$ cat config.mk
export PLATFORM = sky130hd
export DESIGN_NAME = io_port_ctrl
export DESIGN_NICKNAME = d
export VERILOG_FILES = /design/src/rtl/io_port_pkg.sv /design/src/rtl/io_debounce.sv /design/src/rtl/io_port_ctrl.sv
export SDC_FILE = /design/constraint.sdc
export NUM_CORES = 1
export LEC_CHECK = 0
export ABC_AREA = 1
export CAP_MARGIN = 20
export CORE_MARGIN = 3
export CORE_UTILIZATION = 46
export DETAILED_ROUTE_END_ITERATION = 8
export PLACE_DENSITY = 0.85
export REMOVE_ABC_BUFFERS = 1
export SLEW_MARGIN = 15
export SYNTH_ARGS = -nofsm -noshare
export SYNTH_HDL_FRONTEND = slang
export SYNTH_SLANG_ARGS = --single-unit
$ cat constraint.sdc
create_clock -name clock -period 5.05 [get_ports clock]
set_input_delay 1.2625 -clock clock [delete_from_list [all_inputs] [get_ports clock]]
set_output_delay 1.2625 -clock clock [all_outputs]
set_load 0.03 [all_outputs]
$ cat src/rtl/io_port_pkg.sv
// Shared address map, status bit positions and load-path helper for the I/O port controller.
package io_port_pkg;

  localparam logic [31:0] ADDR_IN0  = 32'h0000_0080;
  localparam logic [31:0] ADDR_IN1  = 32'h0000_0084;
  localparam logic [31:0] ADDR_OUT0 = 32'h0000_00C0;
  localparam logic [31:0] ADDR_STAT = 32'h0000_00C4;

  localparam int CHG0_BIT = 0;
  localparam int CHG1_BIT = 1;

  function automatic logic [31:0] zext4(input logic [3:0] v);
    return {28'h000_0000, v};
  endfunction

endpackage

$ cat src/rtl/io_debounce.sv
// Two-flop synchroniser followed by a stability filter for one switch bank.
// changed is high in the cycle whose rising edge commits a new stable value.
module io_debounce #(
  parameter int W               = 4,
  parameter int DEBOUNCE_CYCLES = 4
) (
  input  logic         clock,
  input  logic         reset,
  input  logic [W-1:0] raw,
  output logic [W-1:0] stable,
  output logic         changed
);

  localparam int               CNT_W    = $clog2(DEBOUNCE_CYCLES + 1);
  localparam logic [CNT_W-1:0] CNT_LAST = CNT_W'(DEBOUNCE_CYCLES - 1);

  logic [W-1:0]     s1_r;
  logic [W-1:0]     s2_r;
  logic [W-1:0]     cand_r;
  logic [W-1:0]     stable_r;
  logic [CNT_W-1:0] cnt_r;
  logic             accept_s;

  // The commit condition depends only on registered state, so changed is glitch-free.
  assign accept_s = (s2_r == cand_r) && (cand_r != stable_r) && (cnt_r == CNT_LAST);
  assign stable   = stable_r;
  assign changed  = accept_s;

  // Synchroniser, candidate tracking and stability counter.
  always_ff @(posedge clock) begin
    if (reset) begin
      s1_r     <= '0;
      s2_r     <= '0;
      cand_r   <= '0;
      stable_r <= '0;
      cnt_r    <= '0;
    end else begin
      s1_r <= raw;
      s2_r <= s1_r;
      if (s2_r != cand_r) begin
        cand_r <= s2_r;
        cnt_r  <= '0;
      end else if (cand_r != stable_r) begin
        if (accept_s) begin
          stable_r <= cand_r;
          cnt_r    <= '0;
        end else begin
          cnt_r <= cnt_r + CNT_W'(1);
        end
      end else begin
        cnt_r <= '0;
      end
    end
  end

endmodule

$ cat src/rtl/io_port_ctrl.sv
// Memory-mapped I/O port controller: debounced switch inputs, CPU output register,
// sticky change flags and the combinational load multiplexer.
module io_port_ctrl #(
  parameter int DEBOUNCE_CYCLES = 4
) (
  input  logic        clock,
  input  logic        reset,
  input  logic [3:0]  sw_in0,
  input  logic [3:0]  sw_in1,
  input  logic [31:0] mem_addr,
  input  logic [31:0] io_wdata,
  input  logic        io_we,
  input  logic        io_rd,
  output logic [31:0] io_rdata,
  output logic [3:0]  in_port0,
  output logic [3:0]  in_port1,
  output logic [31:0] out_port0
);

  import io_port_pkg::*;

  logic [31:0] out0_r;
  logic [1:0]  chg_r;
  logic        chg0_set_s;
  logic        chg1_set_s;
  logic        out_we_s;
  logic        stat_clr_s;
  logic [31:0] rdata_s;

  io_debounce #(.W(4), .DEBOUNCE_CYCLES(DEBOUNCE_CYCLES)) u_db0 (
    .clock   (clock),
    .reset   (reset),
    .raw     (sw_in0),
    .stable  (in_port0),
    .changed (chg0_set_s)
  );

  io_debounce #(.W(4), .DEBOUNCE_CYCLES(DEBOUNCE_CYCLES)) u_db1 (
    .clock   (clock),
    .reset   (reset),
    .raw     (sw_in1),
    .stable  (in_port1),
    .changed (chg1_set_s)
  );

  assign out_we_s   = io_we && (mem_addr == ADDR_OUT0);
  assign stat_clr_s = io_rd && (mem_addr == ADDR_STAT);

  // Output register and sticky flags; a same-edge set overrides the read-clear.
  always_ff @(posedge clock) begin
    if (reset) begin
      out0_r <= 32'h0000_0000;
      chg_r  <= 2'b00;
    end else begin
      if (out_we_s) begin
        out0_r <= io_wdata;
      end
      chg_r[CHG0_BIT] <= chg0_set_s | (chg_r[CHG0_BIT] & ~stat_clr_s);
      chg_r[CHG1_BIT] <= chg1_set_s | (chg_r[CHG1_BIT] & ~stat_clr_s);
    end
  end

  // Load data is decoded in the same cycle; unmapped addresses read as zero.
  always_comb begin
    rdata_s = 32'h0000_0000;
    case (mem_addr)
      ADDR_IN0:  rdata_s = zext4(in_port0);
      ADDR_IN1:  rdata_s = zext4(in_port1);
      ADDR_OUT0: rdata_s = out0_r;
      ADDR_STAT: rdata_s = {30'h0000_0000, chg_r[CHG1_BIT], chg_r[CHG0_BIT]};
      default:   rdata_s = 32'h0000_0000;
    endcase
  end

  assign io_rdata  = rdata_s;
  assign out_port0 = out0_r;

endmodule
== Yosys cells after proc, flatten, opt, wreduce, memory -nomap -nowiden ==
Cells that the tools add are included.
Storage, ports and cells
  bits in registers: 72
  logic and storage cells: 46
  output and inout port bits: 72
Operators by class
  eq/ne operators: 12
  muxes and demuxes: 1
  reductions and logical operators: 10
  $add $sub $neg: 2
  bitwise gates (word level): 9
Operators by type and width (number)
  32-bit by 8-bit equality test with 1-bit output, second input constant: 4
  32-bit case mux with 4 select lines: 1
  4-bit inequality test: 4
  4-bit equality test: 2
  4-bit OR reduction: 2
  3-bit by 1-bit adder with 3-bit output, second input constant: 2
  3-bit by 2-bit equality test with 1-bit output, second input constant: 2
  1-bit logical AND: 6
  3-bit AND reduction: 2
  1-bit NOT: 5
  1-bit bitwise AND: 2
  1-bit bitwise OR: 2

== Longest topological paths before layout ==
  depth after elaboration: 5
  gate-level depth with buffers: 10
  mapped depth without buffers: 9

== Hierarchy ==
From an unflattened synthesis, not the netlist that was laid out.
Unflattened totals
  cells, all modules: 592
  area total of the unflattened synthesis: 3657.3 µm²
By module, submodules not included
  io_port_ctrl: seq. area each 680.7 µm², area each 2113.3 µm², cells each 376, instances 1
  io_debounce: seq. area each 380.4 µm², area each 772.0 µm², cells each 108, instances 2

== Worst setup path before layout ==
OpenSTA, ideal clock, no wires.
  path kind: input -> output
  from: input port mem_addr[23]
  to: output port io_rdata[10]
  required time: 3.788 ns
  slack: 1.288 ns
  stages: 9
  arrival: 2.500 ns
  buffers on the path: 2
  path through: nor2_1 nand2_1 inv_1 nand2_1 nor2_4 nand2_4 buf_4 buf_6 nor2_1
On the way
  word-level cells in the longest chain between the ends: 2
  elaborated cells on any way between the ends: 5
  classes of those cells: 4 x eq/ne; 1 x mux
RTL lines
  start, declared: RTL line io_port_ctrl.sv:10  | input logic [31:0] mem_addr,
  32-bit by 8-bit equality test with 1-bit output: RTL line io_port_ctrl.sv:66  | case (mem_addr)
  32-bit case mux with 4 select lines (*): RTL line io_port_ctrl.sv:66
  end, declared: RTL line io_port_ctrl.sv:14  | output logic [31:0] io_rdata,
Mark *: on every way between the ends. The rest lies on a longest branch, timed or not.

== Worst setup path after layout ==
  from: input port mem_addr[7]
  to: output port io_rdata[3]
The elaborated chain is that of the path after synthesis.

==> impl_results.md <==
* Cells after Synth at between 500 and 600
* Setup TNS at 0 ns
* CP endpoint kind: primary output
* Post-route minimum period at about 4.6 ns
* Inserted Diodes at 0
* Cts repair resizes at 0
* Clock Path Buffers at 2
* CP Class: in2out
* Antenna violations before repair at 0
* Total grt overflow at 0
* I/O pin total at between 100 and 150
* Skew-Pair Late Insertion Delay at roughly 0.36 ns
* CTS tree: done
* Die Width at 93.8 µm
* Ys Warns at 0
* Inst Count DP at 803
* Setup bufs post-CTS at 0
* Max Cap Viol at 0
* Power Density at between 200 and 250 nW/µm²
* Nets at approximately 800
* DR WL/cell at about 12 µm
* Post-synthesis sequential area ratio at approximately two fifths
* Design Power at roughly 1.1 mW
* Fmax achieved at around 0.22 GHz
* Port buffer count at roughly 150
* Total GRT Usage at between 20% and 30%
* DRC at 0
* Final wirelength at about 9500 µm
* Most frequent cells in the layout: nor2_1 (171), clkdlybuf4s50_1 (147), inv_1 (126)
* Sw Share at between 20% and 30%
* Int Power at about 0.82 mW
* Data arrival, critical path at between 3 and 4 ns
* Vias in the first global route at 3537
* Combinational power share at between 10% and 20%
* CTS Sinks at 72
* Clk slew on worst S/H paths at 0.09 ns
* HPWL Detailed at approximately 7300 µm
* Area contributors post-synth: dfxtp_1 (41%), nor2_1 (18%), inv_1 (13%)
* Post-DRT Antenna Nets at 0
* Via density at ~4.5
* Syn Area/Cell at about 6 µm²
* Unique masters post-synth at 20
* Met1 wire length at roughly 3800 µm
* Fin cells at between 800 and 900
* Area Growth Syn to Fin at 47.0%
* DRT iter0 DRCs at ~150
* Crit path launch type: input pin
* FF+latch count, synth at a little over 70
* Starting Density at 48.2%
* Mapped Area at ~3500 µm²
* Hold slack at 0.396 ns
* Largest net degree at the start of global routing at a little over 40
* Clk root buf: clkbuf_8
* Met2 routed WL at just over 5000 µm
* Final RePlAce weighted congestion at 0.819
* Leakage power at around 2.3 nW
* Fin Clk Skew at 0.0126 ns
* Worst min path class: reg2reg
* VDD IR-drop max at 0.000182 V
* DRT Pass-1 Iters at 6
* First-pass GRT wire length at 15500 µm
* Total CTS buffers at 9
* Max-slew violations at 0
* Max layer used: met4
* Die height at roughly 94 µm
* DR WL met3 at between 500 and 600 µm
* Fillcell total at roughly 630
* Core area at around 7400 µm²
* CTS HTree Levels at 3
* Max-slew headroom at approximately 55%
* Vias at 3701
* RSZ-0062 raised after global routing: false
* Worst path slowest cell: clkdlybuf4s50_1
* Cells along the critical path: clkdlybuf4s50_1 > nand2_1 > nor2_1 > nand2_1 > nor3_1 > nand2_1 > nand3_1 > clkdlybuf4s50_1
* Most common cell after layout, fill and taps aside: nor2_1
* Switching pwr at 0.275 mW
* Critical Path RT at approximately 3.8 ns
* Hold Fails Final Rpt at 0
* Leading area contributor after synthesis: dfxtp_1
* Clock power share at between 30 and 40%
* Peak per-stage delay on the critical path at around 0.68 ns
* Critical path's most frequent cell: nand2_1
* Final core occ at approximately 71%
* Status: complete, no violations
* FP Rows at 31
* Flop pwr share at 52.9%
* CP Max Fanout at 3
* Cts hold-fix bufs at 0
* Period Utilization, post-route at 91.1%
* Finish-stage setup viols at 0
* Share of cells above drive strength 1 at under 10%
* Worst-Margin Slew at about 0.68 ns
* Die ar. at 8810 µm²
* Yosys top cell area share at 40.6%
[cell usage after synthesis]
cell type and count:
nand2_4 1, nor2_8 1, nor2_4 2, inv_1 127, buf_1 5, clkbuf_1 6
buf_6 5, nor2_1 171, buf_4 1, xor2_1 2, nand4_1 4, nand2_1 115
ha_1 4, xnor2_1 4, buf_2 3, nor2_2 1, nor3_1 1, dfxtp_1 72
a21oi_1 2, nand3_1 47
[final cells by class]
class                      instances  area (µm²)  area share, %
clock inverter                     7        47.5          0.911
sequential                        72        1440           27.6
tap                               99         124           2.37
inverter                         127         477           9.13
timing repair buffer             150        1490           28.6
multi-input combinational        355        1510           29.0
clock buffer                       9         124           2.37
[power groups by stage]
| stage | clock network (mW) | logic, mW | registers, mW |
|---|---|---|---|
| 6_report | 0.402 | 0.115 | 0.580 |
| 5_1_grt | 0.432 | 0.128 | 0.581 |
| 4_1_cts | 0.409 | 0.115 | 0.580 |
| 3_5_place_dp | 0 | 0.114 | 0.594 |
| 3_3_place_gp | 0 | 0.112 | 0.593 |
| 2_1_floorplan | 0 | 0.0398 | 0.593 |
[sequential cells by signal, indices dropped and copies added, names as in the netlist]
register      cells
chg_r             2
out_port0        32
u_db0.cand_r      4
u_db0.cnt_r       3
u_db0.s1_r        4
u_db0.s2_r        4
u_db0.stable      4
u_db1.cand_r      4
u_db1.cnt_r       3
u_db1.s1_r        4
u_db1.s2_r        4
u_db1.stable      4
[path summary, 6_finish.rpt]
check / start / endpoint / slack (ns) / cells after the start
hold / removal: u_db0.s1_r[1] / u_db0.s2_r[1] / 0.40 / 2
hold reg to reg: u_db0.s1_r[1] / u_db0.s2_r[1] / 0.40 / 2
setup reg to reg: u_db1.cand_r[0] / u_db1.stable[0] / 3.50 / 7
setup / recovery: mem_addr[7] / io_rdata[3] / 0.45 / 8
[worst max-delay path: cells and delay by family]
kind / cells / cell delay [ns]
buffers and inverters: 2 / 1.21
AND/OR/NAND/NOR: 6 / 0.87
[cell families (layout without fill, tap and decap cells)]
family / after synthesis / after routing / share of synthesized area [%]
AND/OR/NAND/NOR: 343 / 343 / 39.4
buffers and inverters: 147 / 293 / 16.8
flip-flops: 72 / 72 / 40.6
XOR/XNOR: 6 / 6 / 1.48
adder cells (fa/ha/maj): 4 / 4 / 1.41
AO/OA/AOI/OAI: 2 / 2 / 0.282
[stage by stage]
step / worst slack (ns) / area [µm²]
finish: 0.451 / 5220
CTS: 0.456 / 5220
global route: 0.322 / 5220
detailed placement: 0.455 / 5050
global placement: 0.515 / 5050
floorplan: 1.36 / 3430
[routing by layer]
layer | vias up | track usage [%]
li1 | 1934 | -
met1 | 1649 | 23.7
met2 | 103 | 42.4
met3 | 15 | 4.73
met4 | 0 | 6.98
met5 | - | 0
Note: power is estimated with default switching activity, not from simulation.
